==> config.mk <==
export PLATFORM = sky130hd
export DESIGN_NAME = ring_counter_param
export DESIGN_NICKNAME = d
export VERILOG_FILES = /design/src/rtl/ring_counter_pkg.sv /design/src/rtl/ring_state_checker.sv /design/src/rtl/ring_counter_param.sv
export SDC_FILE = /design/constraint.sdc
export NUM_CORES = 1
export LEC_CHECK = 0
export BUFFER_PORTS_ARGS = -buffer_cell sky130_fd_sc_hd__buf_2
export CAP_MARGIN = 20
export CORE_AREA = 2 2 39 41
export DETAILED_ROUTE_END_ITERATION = 10
export DIE_AREA = 0 0 41 43
export PLACE_DENSITY = 0.72
export SYNTH_ARGS = -nofsm -noshare
export SYNTH_HDL_FRONTEND = slang
export SYNTH_SLANG_ARGS = --single-unit
==> constraint.sdc <==
create_clock -name clk -period 2.9 [get_ports clk]
set_clock_uncertainty 0.05 [all_clocks]
set_input_delay 0.435 -clock clk [delete_from_list [all_inputs] [get_ports clk]]
set_output_delay 0.435 -clock clk [all_outputs]
set_load 0.02 [all_outputs]
==> src/rtl/ring_counter_pkg.sv <==
// Shared constants and seed helper for the ring/Johnson counter family.
package ring_counter_pkg;

    localparam int unsigned SEED_MAX_W = 64;

    localparam logic MODE_RING    = 1'b0;
    localparam logic MODE_JOHNSON = 1'b1;

    localparam logic DIR_UP = 1'b0;
    localparam logic DIR_DN = 1'b1;

    // Ring seed is bit 0 set, Johnson seed is all zeros; callers cast to their width.
    function automatic logic [SEED_MAX_W-1:0] seed_of(input int unsigned width, input logic mode);
        seed_of = '0;
        if ((mode == MODE_RING) && (width >= 2)) begin
            seed_of[0] = 1'b1;
        end
    endfunction

endpackage

==> src/rtl/ring_state_checker.sv <==
// Combinational legality check of a ring (one-hot) or Johnson state vector.
module ring_state_checker
    import ring_counter_pkg::*;
#(
    parameter int unsigned WIDTH = 4
) (
    input  logic [WIDTH-1:0] i_dout,
    input  logic             i_mode,
    output logic             o_illegal
);

    localparam int unsigned CW = $clog2(WIDTH + 1);

    logic [CW-1:0] w_ones;
    logic [CW-1:0] w_trans;

    // Ring needs exactly one set bit; Johnson allows at most one 0/1 boundary.
    always_comb begin
        w_ones  = '0;
        w_trans = '0;
        for (int i = 0; i < WIDTH; i++) begin
            w_ones = w_ones + CW'(i_dout[i]);
        end
        for (int i = 0; i < WIDTH - 1; i++) begin
            w_trans = w_trans + CW'(i_dout[i] ^ i_dout[i+1]);
        end
        if (i_mode == MODE_RING) begin
            o_illegal = (w_ones != CW'(1));
        end else begin
            o_illegal = (w_trans > CW'(1));
        end
    end

endmodule

==> src/rtl/ring_counter_param.sv <==
// Parametrised ring/Johnson counter with load, direction, wrap pulse and illegal flag.
// Define RING_SELF_CORRECT_EN to reseed illegal states on the next enabled advance.
module ring_counter_param
    import ring_counter_pkg::*;
#(
    parameter int unsigned WIDTH = 4
) (
    input  logic             clk,
    input  logic             reset_n,
    input  logic             en,
    input  logic             dir,
    input  logic             mode,
    input  logic             load,
    input  logic [WIDTH-1:0] load_val,
    output logic [WIDTH-1:0] dout,
    output logic             wrap,
    output logic             illegal
);

    logic [WIDTH-1:0] r_dout;
    logic             r_mode;
    logic             r_wrap;

    logic [WIDTH-1:0] w_seed;
    logic [WIDTH-1:0] w_shift;
    logic [WIDTH-1:0] w_next;
    logic             w_wrap_next;
    logic             w_illegal;

    ring_state_checker #(
        .WIDTH(WIDTH)
    ) u_checker (
        .i_dout    (r_dout),
        .i_mode    (mode),
        .o_illegal (w_illegal)
    );

    assign w_seed = WIDTH'(seed_of(WIDTH, mode));

    always_comb begin
        w_shift = r_dout;
        unique case ({mode, dir})
            {MODE_RING,    DIR_UP}: w_shift = {r_dout[WIDTH-2:0], r_dout[WIDTH-1]};
            {MODE_RING,    DIR_DN}: w_shift = {r_dout[0], r_dout[WIDTH-1:1]};
            {MODE_JOHNSON, DIR_UP}: w_shift = {r_dout[WIDTH-2:0], ~r_dout[WIDTH-1]};
            {MODE_JOHNSON, DIR_DN}: w_shift = {~r_dout[0], r_dout[WIDTH-1:1]};
            default:                w_shift = r_dout;
        endcase
    end

    // Priority: load, then mode-change reseed, then advance, else hold.
    always_comb begin
        w_next      = r_dout;
        w_wrap_next = 1'b0;
        if (load) begin
            w_next = load_val;
        end else if (mode != r_mode) begin
            w_next = w_seed;
        end else if (en) begin
`ifdef RING_SELF_CORRECT_EN
            if (w_illegal) begin
                w_next = w_seed;
            end else begin
                w_next      = w_shift;
                w_wrap_next = (w_shift == w_seed);
            end
`else
            w_next      = w_shift;
            w_wrap_next = (w_shift == w_seed);
`endif
        end
    end

    always_ff @(posedge clk or negedge reset_n) begin
        if (!reset_n) begin
            r_dout <= WIDTH'(seed_of(WIDTH, MODE_RING));
            r_mode <= MODE_RING;
            r_wrap <= 1'b0;
        end else begin
            r_dout <= w_next;
            r_mode <= mode;
            r_wrap <= w_wrap_next;
        end
    end

    assign dout    = r_dout;
    assign wrap    = r_wrap;
    assign illegal = w_illegal;

endmodule

==> flow_summary.toml, run 1 <==
[outcome]
status = "finished clean"

[grt]
grt_pass1_wl_mm = 1.67
antenna_found_initial = 0
pin_count_of_the_biggest_net_entering_global_routing = 10
grt.total_usage_pct = 14.1
sum_of_overflow_across_all_layers_after_global_routing = 0
first_global_vias = 410

[clock_tree]
clock-sinks = 6
postCtsSetupBuffers = 0
htreeDepth = 1
clock_tree.buffer_depth = 2
clock_insertion_delay_worst_skew_ns = 0.24
numCtsBuffers = 3
tritoncts_clock_tree = "built"
clk_pin_slew_worst_paths_ns = 0.04
ctsRootBufferMaster = "sky130_fd_sc_hd__clkbuf_4"

[floorplanning]
die-area_um2 = 1760
die_width_um = 41
core_um2 = 1380
fp.dieH_um = 43
core.rowCount = 14
floorplan.initialDensity_pct = 36.4
io_pins = 16

[timing]
achievable-frequency_mhz = 370
finalHoldViolCount = 0
setup_viol = 0
max-slew-margin-rel_pct = 78.9
final.setup.tns_ns = 0
post-route-min-period_ns = 2.70
final_slew_viol_count = 0
worstMarginPinSlew_ns = 0.316
grt_setup_unrepaired = "false"
setup_slack_ns = 0.200
final.period_utilization_pct = 93.1

[critical_path]
cp.required_ns = 2.41
worstSetupStartpoint = "dout[1]$_DFFE_PN0P_"
crit_path_cell_trace = "ha_1, inv_1, fa_1, inv_1, ha_1, nor4_2, a21oi_1, buf_2"
timing.critical_path.slowest_cell_delay_ns = 0.47
cpLargestDelayFamily = "adder cells"
cp_num_buf_inv = 3
worst-setup-path-type = "flip-flop to primary output"
worstPathArrival_ns = 2.21
crit_path_max_fanout = 7
start_kind = "flip-flop"
worst_path_max_delay_cell = "sky130_fd_sc_hd__dfrtp_1"
endpoint_kind = "primary output"
worstReg2RegStart = "r_mode$_DFF_PN0_"

[routing]
ant_nets = 0
drt-pass1-iter-count = 2
route.detailed.vias_per_inst = 5.12
remaining_drc_errors = 0
vias = 456
route.detailed.wl_per_inst_um = 12.0
routed_wl_mm = 1.06
detail_route.iter0.violations = 10

[min_path]
hold_path_startpoint = "mode"
hold_class = "input pin to flip-flop"

[synthesis]
cell_area_after_technology_mapping_um2 = 504
synth_warnings = 0
syn_inst = 55
fraction_of_registers_with_async_set_or_reset_after_synthesis_pct = 100
synth.cells.most_frequent = "7 x sky130_fd_sc_hd__inv_1, 5 x sky130_fd_sc_hd__a21oi_1, 5 x sky130_fd_sc_hd__dfrtp_1, 5 x sky130_fd_sc_hd__nand2_1"
yosysTopAreaCellShare_pct = 24.8
synth_edf_count = 0
flop_and_latch_count_out_of_synthesis = 6
dominantRegCellSynth = "sky130_fd_sc_hd__dfrtp_1"
library_cell_with_the_highest_instance_count_after_synthesis = "sky130_fd_sc_hd__inv_1"
mapped_nets = 69
avgSynthCellArea_um2 = 9.17
yosys.cell_types.count = 30
synth.yosys.seq_area_share_pct = 30.0
netlist.top_cell.by_area = "sky130_fd_sc_hd__dfrtp_1"
synth.area.top_cells = "sky130_fd_sc_hd__dfrtp_1 25%, sky130_fd_sc_hd__ha_1 7.4%, sky130_fd_sc_hd__dfstp_2 5.2%"

[pwr]
power_density_nw_per_um2 = 487
p_clk_share_pct = 27.3
switching_share_pct = 36.1
p_int_uw = 195
power_switching_uw = 110
vdd_ir_drop_max_mv = 0.224
power_frac_comb_pct = 38.1
p_leak_uw = 0.000304
share_of_power_burned_in_registers_pct = 34.7

[finish]
fillerInstances = 137
ratio_of_cells_with_drive_above_1_in_the_final_layout_pct = 34.2
final_nets = 88
area.sequential_um2 = 151
flow.area_growth_from_synthesis_pct = 24.1
multi_input_area_um2 = 317
num_antenna_cells = 0

[run]
timing.max_cap.violations = 0

[placement]
place.detailed.hpwl_um = 823
dp_slack_ns = 0.461
number_of_port_buffers = 15
globalplace.congestion = 0.773
-- flip-flops by register name (all words and copies together) (netlist names) --
register / count
wrap: 1
r_mode: 1
dout: 4
-- layer usage --
metal	vias up	GRT usage, %	routed length [µm]
li1	234	-	-
met1	210	19.5	504
met2	12	19.4	489
met3	0	3.14	70
met4	0	8.00	0
met5	-	0	0
-- path summary, 6_finish.rpt --
check | cells after the start | slack, ns | endpoint
max reg2reg | 3 | 1.41 | dout[1]$_DFFE_PN0P_
max | 8 | 0.20 | illegal
min | 1 | 0.36 | r_mode$_DFF_PN0_
min in group asynchronous | 2 | 0.48 | dout[3]$_DFFE_PN0P_
max in group asynchronous | 2 | 2.09 | dout[0]$_DFFE_PN1P_
min reg2reg | 1 | 0.49 | dout[0]$_DFFE_PN1P_
-- what timing repair did --
item	4_1_cts	5_1_grt
resized for setup	0	1
hold buffers	1	0
endpoints found under the setup margin	0	1
hold endpoints to repair	5	0
-- power by group through the flow --
| stage | Combinational (µW) | Sequential, µW | Clock (µW) |
|---|---|---|---|
| floorplan | 72.0 | 112 | 0 |
| global placement | 108 | 107 | 0 |
| detailed placement | 110 | 107 | 0 |
| CTS | 112 | 105 | 87.9 |
| global route | 131 | 107 | 91.4 |
| finish | 116 | 106 | 83.0 |
-- cell families after synthesis --
kind of cell / Yosys count / synth area share (%)
flops: 6 / 30.0
buf+inv: 9 / 8.44
compound gates: 13 / 19.9
simple gates: 18 / 20.6
xor+xnor: 2 / 3.47
mux: 3 / 6.20
fa+ha+maj: 4 / 11.4
-- stage by stage --
step	cells	cell area, µm²	hold WS, ns	power, µW	utilization, %
floorplan	55	504	0.0894	184	-
global placement	84	583	0.209	215	42.1
detailed placement	84	583	0.216	217	42.1
CTS	89	619	0.340	305	44.8
global route	89	626	0.349	329	45.2
finish	89	626	0.361	305	45.2
-- placed cells by master (no fill, tap or decap), types with 2 or more instances in the layout --
cell type                  Yosys  routed
sky130_fd_sc_hd__ha_1          3       3
sky130_fd_sc_hd__xor2_1        2       2
sky130_fd_sc_hd__nor3_1        3       3
sky130_fd_sc_hd__nor4_2        1       2
sky130_fd_sc_hd__dfrtp_1       5       5
sky130_fd_sc_hd__nand2_1       5       5
sky130_fd_sc_hd__inv_1         7       7
sky130_fd_sc_hd__buf_2         1      15
sky130_fd_sc_hd__clkbuf_4      0       3
sky130_fd_sc_hd__a21oi_1       5       5
sky130_fd_sc_hd__mux2i_1       2       2
sky130_fd_sc_hd__nor2b_1       2       2
-- cell type report --
cell class	count	area share, %
clock buffer	4	4.20
sequential	6	24.2
tap	16	3.20
multi-input combinational	40	50.6
inverter	7	4.20
timing repair buffer	16	13.6
Power figures use the tool's default switching activity.
==> run 2: changes to the inputs <==
BUFFER_PORTS_ARGS = unset   (was -buffer_cell sky130_fd_sc_hd__buf_2)
DONT_BUFFER_PORTS = 1   (was unset)
HOLD_SLACK_MARGIN = 0.02   (was unset)
PLACE_DENSITY = 0.62   (was 0.72)
==> flow_summary.toml, run 2 (same netlist as run 1, synthesis figures left out) <==
[pwr]
switching_share_pct = 34.8
vdd_ir_drop_max_mv = 0.198
p_int_uw = 182
power_frac_comb_pct = 31.4
p_leak_uw = 0.000247
power_switching_uw = 97.3
share_of_power_burned_in_registers_pct = 39.6
power_density_nw_per_um2 = 506
p_clk_share_pct = 29.0

[finish]
final_common_cell = "sky130_fd_sc_hd__inv_1"
final_nets = 74
num_antenna_cells = 0
flow.area_growth_from_synthesis_pct = 9.43
ratio_of_cells_with_drive_above_1_in_the_final_layout_pct = 16.9
fin_util_pct = 39.9
layout.cells.most_common_list = "7 x sky130_fd_sc_hd__inv_1, 5 x sky130_fd_sc_hd__a21oi_1, 5 x sky130_fd_sc_hd__nand2_1, 5 x sky130_fd_sc_hd__dfrtp_1"
flip_flop_count_of_the_largest_register_after_layout = 4

[timing]
final.period_utilization_pct = 90.3
final_slew_viol_count = 0
post-route-min-period_ns = 2.62
final.setup.tns_ns = 0
achievable-frequency_mhz = 382
setup_viol = 0
max-slew-margin-rel_pct = 70.6
worstMarginPinSlew_ns = 0.443
setup_slack_ns = 0.283
finalHoldViolCount = 0
grt_setup_unrepaired = "false"

[placement]
dp_slack_ns = 0.513
place.detailed.hpwl_um = 877
number_of_port_buffers = 0
globalplace.congestion = 0.750

[floorplanning]
floorplan.initialDensity_pct = 36.4
die_width_um = 41
io_pins = 16
core.rowCount = 14
die-area_um2 = 1760
fp.dieH_um = 43
core_um2 = 1380

[routing]
drt-pass1-iter-count = 4
remaining_drc_errors = 0
routed_wl_mm = 1.09
route.detailed.vias_per_inst = 5.28
vias = 396
route.detailed.wl_per_inst_um = 14.5
ant_nets = 0
detail_route.iter0.violations = 8

[grt]
first_global_vias = 416
grt_pass1_wl_mm = 1.67
sum_of_overflow_across_all_layers_after_global_routing = 0
grt.total_usage_pct = 14.2
pin_count_of_the_biggest_net_entering_global_routing = 10
antenna_found_initial = 0

[clock_tree]
numCtsBuffers = 3
htreeDepth = 1
clock-sinks = 6
clock_insertion_delay_worst_skew_ns = 0.24
clk_pin_slew_worst_paths_ns = 0.05
postCtsResizedCells = 0
tritoncts_clock_tree = "built"
clock_tree.buffer_depth = 2
ctsRootBufferMaster = "sky130_fd_sc_hd__clkbuf_4"

[critical_path]
worstPathArrival_ns = 2.13
crit_path_max_fanout = 6
cp.required_ns = 2.41
endpoint_kind = "primary output"
start_kind = "flip-flop"
worst-setup-path-type = "flip-flop to primary output"

[run]
timing.max_cap.violations = 0

[min_path]
hold_class = "input pin to flip-flop"

[outcome]
status = "finished clean"
run 2: worst max-delay path, stage by stage (launching register included):
cell and delay, ns:
sky130_fd_sc_hd__dfstp_2 0.62, sky130_fd_sc_hd__ha_1 0.18, sky130_fd_sc_hd__inv_1 0.05, sky130_fd_sc_hd__fa_1 0.35, sky130_fd_sc_hd__inv_1 0.06, sky130_fd_sc_hd__ha_1 0.22
sky130_fd_sc_hd__nor4_1 0.26, sky130_fd_sc_hd__a21oi_1 0.16
run 2: worst paths after layout:
| check | from | slack, ns | cells past startpoint | end |
|---|---|---|---|---|
| setup / recovery | dout[0]$_DFFE_PN1P_ | 0.28 | 7 | illegal |
| hold / removal | mode | 0.17 | 0 | r_mode$_DFF_PN0_ |
| setup reg to reg | r_mode$_DFF_PN0_ | 1.42 | 3 | dout[1]$_DFFE_PN0P_ |
| hold reg to reg | dout[0]$_DFFE_PN1P_ | 0.52 | 1 | dout[0]$_DFFE_PN1P_ |
| max in group asynchronous | reset_n | 2.06 | 1 | dout[0]$_DFFE_PN1P_ |
| min in group asynchronous | reset_n | 0.45 | 1 | dout[1]$_DFFE_PN0P_ |
run 2: stage by stage:
| step | hold slack [ns] | cells | cell area [µm²] | power, µW |
|---|---|---|---|---|
| 2_1_floorplan | 0.0894 | 55 | 504 | 184 |
| 3_3_place_gp | 0.0895 | 70 | 515 | 196 |
| 3_5_place_dp | 0.0895 | 70 | 515 | 198 |
| 4_1_cts | 0.157 | 75 | 552 | 286 |
| 5_1_grt | 0.152 | 75 | 552 | 300 |
| 6_report | 0.169 | 75 | 552 | 279 |
run 2: timing repair:
item	4_1_cts	5_1_grt
hold endpoints to repair	6	0
setup buffers	0	0
hold buffers	1	0
run 2: layer usage:
layer | track usage (%) | part of all wire (%) | routed length (µm) | vias to the layer above
met5 | 0 | 0 | 0 | -
met4 | 8.00 | 0.64 | 7 | 0
met3 | 3.66 | 7.3 | 80 | 2
met2 | 22.2 | 48 | 529 | 11
met1 | 16.7 | 43 | 474 | 179
li1 | - | - | - | 204
run 2: power groups by stage:
stage,registers (µW),clock network (µW),logic (µW)
floorplan,112,0,72.0
global placement,112,0,84.9
detailed placement,112,0,86.6
CTS,110,85.9,89.4
global route,112,89.9,98.6
finish,111,81.1,87.8
run 2: final cells by class:
type | count | area, µm²
Fill cell | 143 | 832
Multi-Input combinational cell | 40 | 310
Sequential cell | 6 | 151
Clock buffer | 4 | 26.3
Inverter | 7 | 26.3
Tap cell | 16 | 20.0
Timing Repair Buffer | 2 | 17.5
